==> src/rtl/mem_bus_pkg.sv <==
// Shared definitions for the external multiplexed memory pin bus: cycle
// phases, strobe idle level and the default address/data widths.
package mem_bus_pkg;

  typedef enum logic [2:0] {
    IDLE  = 3'd0,
    ADDR  = 3'd1,
    LATCH = 3'd2,
    DATA  = 3'd3,
    RECOV = 3'd4
  } state_t;

  localparam logic STROBE_IDLE = 1'b1;

  localparam int ADR_W_DEF = 20;
  localparam int DAT_W_DEF = 16;

endpackage

==> src/rtl/bus_rr_arbiter.sv <==
// Combinational requester selection: lowest index first, or a circular search
// starting just after the last winner. The pointer register lives in the parent.
module bus_rr_arbiter #(
  parameter int NCH = 3,
  parameter int IW  = 2
) (
  input  logic [NCH-1:0] i_req,
  input  logic [IW-1:0]  i_pointer,
  input  logic           i_mode,
  output logic [NCH-1:0] o_grant,
  output logic [IW-1:0]  o_index
);

  always_comb begin
    int   j;
    logic found;
    o_grant = '0;
    o_index = '0;
    found   = 1'b0;
    j       = 0;
    for (int k = 0; k < NCH; k++) begin
      if (i_mode) begin
        j = int'(i_pointer) + 1 + k;
        if (j >= NCH) j = j - NCH;
      end else begin
        j = k;
      end
      if (!found && i_req[j]) begin
        found      = 1'b1;
        o_grant[j] = 1'b1;
        o_index    = IW'(j);
      end
    end
  end

endmodule

==> src/rtl/mem_bus_arbiter.sv <==
// Arbitrates NCH requesters onto the shared multiplexed address/data pin bus,
// sequencing ALE/OE/WE strobes with programmable data-phase wait states.
module mem_bus_arbiter
  import mem_bus_pkg::*;
#(
  parameter int NCH   = 3,
  parameter int ADR_W = ADR_W_DEF,
  parameter int DAT_W = DAT_W_DEF,
  parameter int WAIT  = 1,
  parameter int RR    = 1,
  localparam int IW   = $clog2(NCH),
  localparam int HI_W = (ADR_W > DAT_W) ? (ADR_W - DAT_W) : 1
) (
  input  logic                   clk,
  input  logic                   reset_n,
  input  logic [NCH-1:0]         req,
  output logic [NCH-1:0]         ack,
  input  logic [NCH-1:0]         rw,
  input  logic [NCH-1:0]         io,
  input  logic [NCH*ADR_W-1:0]   adr,
  input  logic [NCH*DAT_W-1:0]   dtw,
  output logic [DAT_W-1:0]       dtr,
  input  logic [DAT_W-1:0]       din,
  output logic [DAT_W-1:0]       dout,
  output logic                   isout,
  output logic [HI_W-1:0]        adr_hi,
  output logic                   ale_n,
  output logic                   oe_n,
  output logic                   we_n,
  output logic                   pio,
  output logic                   busy
);

  state_t           r_state, w_state_next;
  logic [IW-1:0]    r_ptr, r_idx, w_idx;
  logic [NCH-1:0]   w_grant;
  logic             w_any;
  logic [ADR_W-1:0] r_adr;
  logic             r_rw, r_io;
  logic [DAT_W-1:0] r_dtw, r_dtr;
  logic [3:0]       r_cnt;
  logic [ADR_W-1:0] w_adr_ch [NCH];
  logic [DAT_W-1:0] w_dtw_ch [NCH];

  generate
    for (genvar gi = 0; gi < NCH; gi++) begin : g_ch
      assign w_adr_ch[gi] = adr[gi*ADR_W +: ADR_W];
      assign w_dtw_ch[gi] = dtw[gi*DAT_W +: DAT_W];
      assign ack[gi]      = (r_state == RECOV) && (r_idx == IW'(gi));
    end
  endgenerate

  bus_rr_arbiter #(
    .NCH (NCH),
    .IW  (IW)
  ) u_arb (
    .i_req     (req),
    .i_pointer (r_ptr),
    .i_mode    (RR != 0),
    .o_grant   (w_grant),
    .o_index   (w_idx)
  );

  assign w_any = |w_grant;
  assign dtr   = r_dtr;

  // Request fields are captured only at grant; the requester may change them freely afterwards.
  always_ff @(posedge clk or negedge reset_n) begin
    if (!reset_n) begin
      r_state <= IDLE;
      r_ptr   <= IW'(NCH - 1);
      r_idx   <= '0;
      r_adr   <= '0;
      r_rw    <= 1'b0;
      r_io    <= 1'b0;
      r_dtw   <= '0;
      r_cnt   <= '0;
      r_dtr   <= '0;
    end else begin
      r_state <= w_state_next;
      if (r_state == IDLE && w_any) begin
        r_idx <= w_idx;
        r_adr <= w_adr_ch[w_idx];
        r_rw  <= rw[w_idx];
        r_io  <= io[w_idx];
        r_dtw <= w_dtw_ch[w_idx];
        if (RR != 0) r_ptr <= w_idx;
      end
      if (r_state == LATCH) r_cnt <= 4'(WAIT);
      else if (r_state == DATA && r_cnt != 4'd0) r_cnt <= r_cnt - 4'd1;
      if (r_state == DATA && r_cnt == 4'd0 && !r_rw) r_dtr <= din;
    end
  end

  always_comb begin
    w_state_next = r_state;
    dout         = '0;
    isout        = 1'b0;
    ale_n        = STROBE_IDLE;
    oe_n         = STROBE_IDLE;
    we_n         = STROBE_IDLE;
    pio          = 1'b0;
    busy         = (r_state != IDLE);
    case (r_state)
      IDLE: begin
        if (w_any) w_state_next = ADDR;
      end
      ADDR: begin
        isout        = 1'b1;
        dout         = r_adr[DAT_W-1:0];
        ale_n        = 1'b0;
        pio          = r_io;
        w_state_next = LATCH;
      end
      LATCH: begin
        isout        = 1'b1;
        dout         = r_adr[DAT_W-1:0];
        pio          = r_io;
        w_state_next = DATA;
      end
      DATA: begin
        pio = r_io;
        if (r_rw) begin
          isout = 1'b1;
          dout  = r_dtw;
          we_n  = 1'b0;
        end else begin
          oe_n = 1'b0;
        end
        if (r_cnt == 4'd0) w_state_next = RECOV;
      end
      RECOV: begin
        // Turnaround cycle: nobody drives the pins while ack is presented.
        pio          = r_io;
        w_state_next = IDLE;
      end
      default: w_state_next = IDLE;
    endcase
  end

  generate
    if (ADR_W > DAT_W) begin : g_adr_hi
      assign adr_hi = busy ? r_adr[ADR_W-1:DAT_W] : '0;
    end else begin : g_adr_hi_tie
      assign adr_hi = '0;
    end
  endgenerate

endmodule
==> config.mk <==
export PLATFORM = sky130hd
export DESIGN_NAME = mem_bus_arbiter
export DESIGN_NICKNAME = d
export VERILOG_FILES = /design/src/rtl/mem_bus_pkg.sv /design/src/rtl/bus_rr_arbiter.sv /design/src/rtl/mem_bus_arbiter.sv
export SDC_FILE = /design/constraint.sdc
export NUM_CORES = 1
export LEC_CHECK = 0
export BUFFER_PORTS_ARGS = -buffer_cell sky130_fd_sc_hd__buf_2
export CORE_MARGIN = 8
export CORE_UTILIZATION = 52
export CTS_CLUSTER_DIAMETER = 150
export DETAILED_ROUTE_END_ITERATION = 7
export MAX_ROUTING_LAYER = met4
export PLACE_DENSITY = 0.87
export SYNTH_ARGS = -nofsm -noshare
export SYNTH_HDL_FRONTEND = slang
export SYNTH_SLANG_ARGS = --single-unit
==> constraint.sdc <==
create_clock -name clk -period 4.4 [get_ports clk]
set_input_delay 0.44 -clock clk [delete_from_list [all_inputs] [get_ports clk]]
set_output_delay 0.44 -clock clk [all_outputs]
set_load 0.05 [all_outputs]
# == Word level (Yosys, flattened, before mapping) ==
# Cells that the tools add are included.
# Widths: inputs -> output; s select.
# op_classes
addsub,7
n_lt_le_gt_ge,11
n_eq_ne,8
muxes,51
n_bitwise,3
reduce_logical,25
# ops
cell,count
$ge 32x1->1 const B,3
$lt 32x4->1 const B,3
$mux 32,3
$ge 32x3->1 const B,2
$sub 32x3->32 const B,2
$mux 16,3
$bmux 20 s2,1
$mux 20,2
$add 32x2->32 const B,1
$add 32x3->32 const B,1
$bmux 16 s2,1
$pmux 16 s2,1
$mux 1,19
$mux 3,5
$logic_and 1x1->1,12
$mux 4,3
$pmux 3 s4,1
$bmux 1 s2,5
$demux 1 s2,3
$eq 3x2->1 const B,2
$mux 2,3
$or 3x3->3,2
$logic_not 4->1,1
$reduce_bool 4->1,1
23 further kinds,25
# word_totals
reg_bits,65
out_inout_bits,45

# == Longest topological paths before layout ==
# Gate-level depths: netlist of the first run.
# depth
word_depth,17
mapped_depth,11
ltp_nobuf,8

# == By module ==
# A second synthesis of the first run with hierarchy kept.
# hier_totals
cells_unflattened,372
hier_area_um2,4414.2
# by_module_without_submodules
mod,n_inst,cells_per_inst,area_per_inst_um2,seq_area_each_um2
mem_bus_arbiter,1,291,3811.2,1602.8
bus_rr_arbiter,1,81,603.1,0.0

# == Worst setup path before layout of the first run ==
# Ideal clock, no wire load.
# synth_path
path_kind,register to register
startpoint,register r_ptr[1]
endpoint,register r_adr[0]
setup_time_ps,125
arrival_ps,2591
t_required_ps,4275
slack_ps,1684
stages_incl_launch_ff,11
synth_period_minus_slack_ps,2716
path_cell_list,dfstp_2 -> inv_1 -> ha_1 -> buf_2 -> nor3b_1 -> a21oi_1 -> a2111oi_0 -> a311oi_2 -> nor2_4 -> buf_6 -> mux2_4
# synth_between
elab_chain_cells,17
elab_cells_between_ends,56
# synth_lines
element,line,source
from (decl),mem_bus_arbiter.sv:35,"logic [IW-1:0] r_ptr, r_idx, w_idx;"
from (signal assigned),mem_bus_arbiter.sv:71,r_ptr <= IW'(NCH - 1);
from (signal assigned),mem_bus_arbiter.sv:87,if (RR != 0) r_ptr <= w_idx;
$add 2x1->3 (*),bus_rr_arbiter.sv:23,j = int'(i_pointer) + 1 + k;
"parallel branches: the longest is 16 deep, another holds $add 32x2->32",n/a,
to (signal assigned),mem_bus_arbiter.sv:83,r_adr <= w_adr_ch[w_idx];
to (decl),mem_bus_arbiter.sv:38,logic [ADR_W-1:0] r_adr;
# Mark *: on every way between the ends. The select of a mux whose other input is x is not followed.
# A chain may end at the register's enable or synchronous reset.

# == Worst setup path in the final report of the first run ==
# layout_path
startpoint,register r_ptr[0]
endpoint,register r_dtw[6]
# layout_between
elab_chain_cells,17
elab_cells_between_ends,56
# layout_lines
element,line,source
$add 2x1->3 (*),bus_rr_arbiter.sv:23,
"parallel branches: the longest is 16 deep, another holds $add 32x2->32",n/a,
to (signal assigned),mem_bus_arbiter.sv:86,r_dtw <= w_dtw_ch[w_idx];
to (decl),mem_bus_arbiter.sv:40,"logic [DAT_W-1:0] r_dtw, r_dtr;"
# Marks and branches as above.

==> metrics.yaml, run 1 <==
timing:
  tightest_slew_ns: 0.810
  maxSlewHeadroom: 0.460
  min_period_ns: 3.38
  slew_viol_final: 0
  finalSetupTns_ns: 0
  layout_worst_path_cycle_share: 0.768
  finalHoldViolCount: 0
  setup_slack_ns: 1.02
  hold_ws_ns: 0.260
  rsz0062_at_grt: "false"
  clock.fmax_mhz: 296
  skew_ns: 0.0125
  setup_viol: 0
synthesis:
  syn-instance-count: 321
  synth-async-reset-ratio: 1.00
  synth_fa_ha_area_frac: 0.0213
  yosys.area_share.simple: 0.0685
  yosysSeqAreaShare: 0.390
  avgSynthCellArea_sq_um: 12.8
  synth_area_sq_um: 4110
  synthMuxAreaShare: 0.408
  yosysUniqueCellTypes: 44
  ys_seq_elements: 64
  synth_compound_area_frac: 0.0651
  synth_top_flop_cell: "dfrtp_1"
  yosys_warnings: 0
  synth_top_family_by_area: "multiplexers"
  synthXorXnorAreaFrac: 0.00639
  mappedNetlistNets: 463
  synth_edf_count: 0
setup_path:
  crit_type: "register to register"
  start_kind: "register"
  cp_data_arrival_time_ns: 3.60
  cp.required_ns: 4.62
  r2r_slack_ns: 1.02
  end_kind: "register"
  cp_max_fo: 22
cts:
  cts.sinks: 64
  clk_latency_ns: 0.35
  cts-hold-fix-buffers: 0
  path_clk_slew_ns: 0.08
  post_cts_buffers: 0
  cts_made_buffers: 9
  clockBufferDepth: 2
  cts.repair.resized: 0
  root_buffer: "clkbuf_8"
  cts_tree: "yes"
  htree_levels: 3
drt:
  dr.pass1.iters: 4
  vias: 3262
  wire_per_inst_um: 19.0
  drtIter0Drc: 80
  wirelength_mm: 11.4
  vias_per_cell: 5.41
  ant_nets: 0
  drc: 0
grt:
  grtUsageTotal: 0.211
  grt-ovfl-total: 0
  grt_max_degree: 65
  grt_first_pass_wirelength_mm: 18.2
  grt_pass1_vias: 3624
  grt_antenna_before_repair: 0
power:
  p_leak_nw: 2.60
  power_mw: 4.87
  powerDensity_nw_per_um2: 923
  vdd_ir_drop_max_uv: 625
floorplanning:
  die_h_um: 105
  die_x_um: 105
  floorplan.initialDensity: 0.535
  rows: 32
  core-area_sq_um: 7690
  boundaryPins: 180
  die_area_sq_um: 11000
placed_design:
  place_ws_ns: 1.06
  dp.cells: 587
  detailed_place_hpwl_mm: 8.77
  gp_congestion: 0.891
  io_buffers: 179
  dpl_cell_area_sq_um: 5080
layout:
  area_growth_pct: 28.4
  drive_above_1_share: 0.675
  antenna-diode-count: 0
  fin_util: 0.687
  postLayoutCellArea_sq_um: 5280
  instances_no_fill: 603
  fillCellCount: 581
  finalNetCount: 638
run_status:
  run_status: "complete, no violations"
min_path:
  hp-class: "input port to asynchronous set/reset pin"
run:
  cap_violations: 0
[layout make-up]
cell class                      count  area, sq um  area share
Clock buffer                       11          141      0.0268
Multi-Input combinational cell    228         2360       0.447
Inverter                            9         33.8     0.00640
Clock inverter                      5         56.3      0.0107
Sequential cell                    64         1600       0.304
Tap cell                          102          128      0.0242
Timing Repair Buffer              184          958       0.182
[kinds of logic (layout without fill, tap and decap cells)]
family / Yosys count / count (layout)
buf+inv: 29 / 209
simple gates: 49 / 49
flops: 64 / 64
compound gates: 35 / 35
xor+xnor: 3 / 3
fa+ha+maj: 7 / 7
mux: 134 / 134
[metal layers]
| metal | share of wire | wire length [um] | up-vias | track usage |
|---|---|---|---|---|
| li1 | - | - | 1519 | - |
| met5 | 0 | 0 | - | - |
| met1 | 0.41 | 4720 | 1580 | 0.233 |
| met3 | 0.055 | 626 | 23 | 0.0528 |
| met4 | 0.020 | 232 | 0 | 0.0907 |
| met2 | 0.51 | 5850 | 140 | 0.354 |
[power breakdown]
| group | switching (mW) | total, mW | internal (mW) |
|---|---|---|---|
| clock network | 0.226 | 0.502 | 0.276 |
| logic | 1.89 | 3.27 | 1.39 |
| registers | 0.200 | 1.10 | 0.900 |
[cells in the mapped netlist, drive strengths merged, types with 2 or more instances]
cell	count	area share
nor3	3	0.0037
inv	9	0.0082
o22ai	2	0.0030
nand3b	2	0.0037
nand3	4	0.0049
a211oi	2	0.0037
ha	7	0.021
dfrtp	63	0.38
a22o	16	0.034
a21oi	4	0.0049
buf	15	0.028
o21ai	4	0.0049
clkbuf	5	0.0046
or3	2	0.0030
nand2b	3	0.0046
and2	6	0.0091
nand2	9	0.0082
nor2	10	0.011
xnor2	2	0.0043
mux2	131	0.40
mux2i	3	0.0073
[cell usage in the layout (no fill, tap or decap), drive strengths merged, types with 2 or more instances in the layout]
cell type | synthesis | routed
nand2 | 9 | 9
inv | 9 | 9
nand2b | 3 | 3
clkbuf | 5 | 11
mux2 | 131 | 131
buf | 15 | 184
ha | 7 | 7
a211oi | 2 | 2
nor3 | 3 | 3
nor2 | 10 | 10
nand3 | 4 | 4
or3 | 2 | 2
mux2i | 3 | 3
o21ai | 4 | 4
clkinv | 0 | 3
dfrtp | 63 | 63
a21oi | 4 | 4
nand3b | 2 | 2
xnor2 | 2 | 2
o22ai | 2 | 2
a22o | 16 | 16
and2 | 6 | 6
[critical path, cell delays in order, from the launching register on]
cell	delay (ns)
dfrtp_1	0.49
inv_1	0.20
ha_1	0.47
nor4bb_1	0.19
a31oi_1	0.15
o22ai_1	0.14
a22oi_2	0.56
buf_4	0.39
mux2_2	0.39
mux2_4	0.26
[path summary, 6_finish.rpt]
path,start,to,cells after the start
min,reset_n,dtr[1],2
max,r_ptr[0],r_dtw[6],9
max in group asynchronous,reset_n,r_dtw[7],2
max reg2reg,r_ptr[0],r_dtw[6],9
min in group clk,din[13],dtr[13],2
min reg2reg,dtr[10],dtr[10],1
[registers in the layout, summed over array words and instances, names as in the netlist]
register  count
r_adr        20
r_cnt         4
r_idx         1
r_state       3
dtr          16
r_io          1
r_rw          1
r_dtw        16
r_ptr         2
Note: power is estimated with default switching activity, not from simulation.
==> run 2, diff against run 1 <==
- CORE_UTILIZATION: 52 -> 44
- PLACE_DENSITY: 0.87 -> 0.78
- clock period: 4.4 -> 2.81 ns (I/O delays scaled with it)
==> metrics.yaml, run 2 (synthesis results as in run 1) <==
power:
  p_leak_nw: 2.83  # +8.7%
  power_mw: 8.32  # +71%
  powerDensity_nw_per_um2: 1460  # +58%
  vdd_ir_drop_max_uv: 898  # +44%
run_status:
  failed_checks: "negative setup slack"
  run_status: "complete, but fails checks"
timing:
  tightest_slew_ns: 0.792  # -0.0182 ns
  hold_ws_ns: 0.106  # -0.154 ns
  clock.fmax_mhz: 347  # +17%
  slew_viol_final: 0  # unchanged
  min_period_ns: 2.88  # -0.498 ns
  layout_worst_path_cycle_share: 1.03  # +0.257
  rsz0062_at_grt: "true"
  setup_viol: 35  # +35
  finalHoldViolCount: 0  # unchanged
  finalSetupTns_ns: -1.35  # -1.35 ns
  skew_ns: 0.00856  # -0.00389 ns
  setup_slack_ns: -0.0712  # -1.09 ns
  maxSlewHeadroom: 0.472  # +0.0122
drt:
  dr.pass1.iters: 4  # unchanged
  vias_per_cell: 5.20  # -3.8%
  wirelength_mm: 12.3  # +7.8%
  drc: 0  # unchanged
  drtIter0Drc: 113  # +41%
  ant_nets: 0  # unchanged
  vias: 3310  # +1.5%
  wire_per_inst_um: 19.4  # +2.2%
floorplanning:
  boundaryPins: 180  # unchanged
  floorplan.initialDensity: 0.449  # -0.0856
  rows: 35  # +9.4%
  die_h_um: 113  # +7.4%
  die_x_um: 113  # +7.4%
  core-area_sq_um: 9150  # +19%
  die_area_sq_um: 12700  # +15%
layout:
  fin_util: 0.621  # -0.0655
  final_cell_mix: "buf_2 (179), mux2_2 (74), dfrtp_1 (63), mux2_4 (57)"
  drive_above_1_share: 0.709  # +0.0339
  regMostFlops: "r_adr"
  instances_no_fill: 636  # +5.5%
  postLayoutCellArea_sq_um: 5690  # +7.7%
  area_growth_pct: 38.3
  finalNetCount: 662  # +3.8%
  fillCellCount: 716  # +23%
  final_common_cell: "buf_2"
  antenna-diode-count: 0  # unchanged
  largest_register_ffs: 20  # unchanged
cts:
  root_buffer: "clkbuf_8"
  path_clk_slew_ns: 0.07  # about the same
  cts-hold-fix-buffers: 0  # unchanged
  cts_tree: "yes"
  cts.sinks: 64  # unchanged
  clk_latency_ns: 0.33  # -0.02 ns
  cts_made_buffers: 9  # unchanged
  htree_levels: 3  # unchanged
  clockBufferDepth: 2  # unchanged
setup_path:
  cp.required_ns: 3.03  # -1.59 ns
  cp_data_arrival_time_ns: 3.11  # -0.49 ns
  cp_max_fo: 10  # -55%
  end_kind: "register"
  crit_type: "register to register"
  start_kind: "register"
placed_design:
  dpl_cell_area_sq_um: 5200  # +2.3%
  dp.cells: 605  # +3.1%
  detailed_place_hpwl_mm: 8.89  # +1.3%
  gp_congestion: 0.866  # -2.8%
  io_buffers: 179  # unchanged
  place_ws_ns: -0.140  # -1.20 ns
grt:
  grt_first_pass_wirelength_mm: 18.1  # -0.23%
  grt_max_degree: 65  # unchanged
  grt_antenna_before_repair: 0  # unchanged
  grt-ovfl-total: 0  # unchanged
  grt_pass1_vias: 3705  # +2.2%
  grtUsageTotal: 0.184  # -0.0271
min_path:
  hp-class: "input port to asynchronous set/reset pin"
run:
  cap_violations: 0  # unchanged
[run 2: cell types whose count changed in the layout (fill, tap and decap cells not counted), moves of 3 or more]
cell	delta
buf_4	+13
mux2_2	-11
mux2_4	+11
clkbuf_16	+4
buf_12	+3
buf_6	+3
ha_1	-3
[run 2: worst paths after layout]
path,from,to,slack [ns],cells after the start
worst min register to register,dtr[8],dtr[8],0.51,1
max in group asynchronous,reset_n,r_state[2],2.19,2
worst min-delay path,reset_n,r_adr[11],0.11,2
worst max register to register,r_ptr[1],r_dtw[13],-0.07,9
worst max-delay path,r_ptr[1],r_dtw[13],-0.07,9
min in group clk,din[12],dtr[12],0.17,2
[run 2: repair_timing]
item | CTS | global route
gates cloned | 1 | 4
resized for setup | 5 | 24
setup buffers | 1 | 9
endpoints found under the setup margin | 41 | 42
pin swaps | 1 | 4
[run 2: metal layers]
metal,up-vias,part of all wire,global-route usage
met4,0,0.012,0.0531
met3,12,0.052,0.0462
met1,1598,0.41,0.207
met5,-,0,-
met2,128,0.53,0.315
li1,1572,-,-
[run 2: power breakdown]
| group | internal [mW] | switching, mW | leakage, nW | total, mW |
|---|---|---|---|---|
| Combinational | 2.71 | 3.19 | 1.98 | 5.91 |
| Sequential | 1.41 | 0.322 | 0.756 | 1.73 |
| Clock | 0.315 | 0.362 | 0.0858 | 0.678 |
[run 2: critical path, cell delays in order (launching register included)]
cell	delay, ns
dfstp_2	0.58
clkinvlp_4	0.16
ha_2	0.26
o21ai_0	0.39
o22ai_2	0.17
a22oi_2	0.23
buf_6	0.19
clkbuf_16	0.19
mux2_2	0.35
mux2_4	0.26
[run 2: cell type report]
type | instances | area (sq um) | share of cell area
Timing Repair Buffer | 208 | 1280 | 0.225
Tap cell | 111 | 139 | 0.0244
Inverter | 9 | 37.5 | 0.00660
Multi-Input combinational cell | 228 | 2460 | 0.434
Sequential cell | 64 | 1600 | 0.282
Clock inverter | 6 | 36.3 | 0.00638
Clock buffer | 10 | 128 | 0.0224
==> run 3, diff against run 2 <==
- BUFFER_PORTS_ARGS: -buffer_cell sky130_fd_sc_hd__buf_2 -> not set
- CORE_UTILIZATION: 44 -> 58
- DONT_BUFFER_PORTS: not set -> 1
- PLACE_DENSITY: 0.78 -> 0.76
==> metrics.yaml, run 3 (synthesis results as in run 1) <==
setup_path:
  start_kind: "register"
  crit_type: "register to register"
  path_cells: "inv_4 -> ha_4 -> buf_6 -> inv_1 -> a31oi_2 -> o22ai_2 -> a22oi_2 -> buf_6 -> clkbuf_16 -> mux2_2 -> mux2_4"
  slowest_delay_ns: 0.57  # about the same
  end_kind: "register"
  path_buf_inv: 5  # +2
  cp.required_ns: 3.04  # about the same
  cp_common_cell: "buf_6"
  cp_data_arrival_time_ns: 2.95  # -0.16 ns
  path_delay_family: "multiplexers"
  cp_max_fo: 7  # -3
  slowest_stage: "dfstp_2"
timing:
  setup_slack_ns: 0.0885  # +0.160 ns
  layout_worst_path_cycle_share: 0.969  # -0.0569
  finalHoldViolCount: 0  # unchanged
  setup_viol: 0  # -100%
  min_period_ns: 2.72  # -0.160 ns
  maxSlewHeadroom: 0.537  # +0.0655
  tightest_slew_ns: 0.694  # -0.0983 ns
  slew_viol_final: 0  # unchanged
  finalSetupTns_ns: 0  # +1.35 ns
  clock.fmax_mhz: 367  # +5.9%
  skew_ns: 0.00943  # +0.000865 ns
placed_design:
  detailed_place_hpwl_mm: 7.84  # -12%
  place_ws_ns: -0.0814  # +0.0581 ns
  dpl_cell_area_sq_um: 4430  # -15%
  gp_congestion: 0.856  # -1.1%
  io_buffers: 0  # -100%
drt:
  wirelength_mm: 10.7  # -13%
  drtIter0Drc: 53  # -53%
  vias: 2735  # -17%
  wire_per_inst_um: 23.3  # +20%
  dr.pass1.iters: 4  # unchanged
  vias_per_cell: 5.97  # +15%
  drc: 0  # unchanged
  ant_nets: 0  # unchanged
layout:
  largest_register_ffs: 20  # unchanged
  seq_area_sq_um: 1600  # unchanged
  regMostFlops: "r_adr"
  multiInputGateArea_sq_um: 2420  # -2.0%
  antenna-diode-count: 0  # unchanged
  final_common_cell: "mux2_2"
  fillCellCount: 485  # -32%
  fin_util: 0.710  # +0.0887
  final_cell_mix: "mux2_2 (84), dfrtp_1 (63), mux2_4 (47), buf_4 (33), a22o_1 (16)"
  drive_above_1_share: 0.575  # -0.134
  postLayoutCellArea_sq_um: 4850  # -15%
  finalNetCount: 499  # -25%
  area_growth_pct: 18.0
floorplanning:
  die_x_um: 100  # -11%
  die_area_sq_um: 10000  # -21%
  floorplan.initialDensity: 0.602  # +0.153
  boundaryPins: 180  # unchanged
  rows: 30  # -14%
  core-area_sq_um: 6830  # -25%
  die_h_um: 100  # -11%
grt:
  grt_antenna_before_repair: 0  # unchanged
  grt_first_pass_wirelength_mm: 16.0  # -11%
  grt_pass1_vias: 2981  # -20%
  grtUsageTotal: 0.213  # +0.0293
  grt_max_degree: 65  # unchanged
  grt-ovfl-total: 0  # unchanged
run_status:
  run_status: "complete, no violations"
power:
  p_leak_nw: 2.14  # -24%
  power_mw: 8.01  # -3.7%
  powerDensity_nw_per_um2: 1650  # +13%
  vdd_ir_drop_max_uv: 1120  # +24%
run:
  cap_violations: 0  # unchanged
cts:
  path_clk_slew_ns: 0.07  # about the same
  clockBufferDepth: 2  # unchanged
  cts_made_buffers: 9  # unchanged
  clk_latency_ns: 0.34  # about the same
  htree_levels: 3  # unchanged
  root_buffer: "clkbuf_8"
  cts_tree: "yes"
  cts.sinks: 64  # unchanged
min_path:
  hp-class: "input port to register"
run 3: cell type report:
cell class	count	area share
multi-input cells	228	0.498
flip-flops and latches	64	0.330
repair buffers	45	0.0983
clock buffers	11	0.0292
well taps	96	0.0248
clock inverters	5	0.0116
inverters	9	0.00748
run 3: worst reg2reg max path: stages, from the launching register on:
cell and delay (ns):
dfstp_2 0.57, inv_4 0.06, ha_4 0.30, buf_6 0.12, inv_1 0.06, a31oi_2 0.18
o22ai_2 0.14, a22oi_2 0.27, buf_6 0.16, clkbuf_16 0.15, mux2_2 0.34, mux2_4 0.27
run 3: power breakdown:
part	total, mW	internal (mW)	switching [mW]
Sequential	2.16	1.40	0.763
Clock	0.795	0.432	0.363
Combinational	5.05	2.48	2.57
run 3: per-stage QoR:
| stage | hold slack (ns) | instances |
|---|---|---|
| finish | 0.0820 | 458 |
| global route | 0.0623 | 458 |
| CTS | 0.0653 | 452 |
| detailed placement | -0.0119 | 432 |
| global placement | -0.0110 | 432 |
| floorplan | -0.0146 | 321 |
run 3: final timing paths:
check                           slack [ns]      start         to  depth (start not counted)
max in group asynchronous             1.98    reset_n   r_ptr[1]                          2
worst min-delay path                  0.08     din[5]     dtr[5]                          1
worst max register to register        0.09   r_ptr[1]   r_dtw[2]                         11
worst max-delay path                  0.09   r_ptr[1]   r_dtw[2]                         11
worst min register to register        0.51  r_adr[17]  r_adr[17]                          1
min in group asynchronous             0.53    reset_n   r_adr[0]                          2
run 3: metal layers:
metal	share of wire	track usage	up-vias
met5	0	-	-
met4	0.017	0.0837	0
met3	0.077	0.0664	16
met2	0.52	0.354	120
met1	0.39	0.233	1353
li1	-	-	1246
run 3: repair_timing:
action	in CTS	in global routing
endpoints found under the setup margin	38	38
setup buffers	1	4
hold endpoints to repair	64	0
cloned	1	2
pin swaps	2	4
hold buffers	2	0
resized for setup	6	11
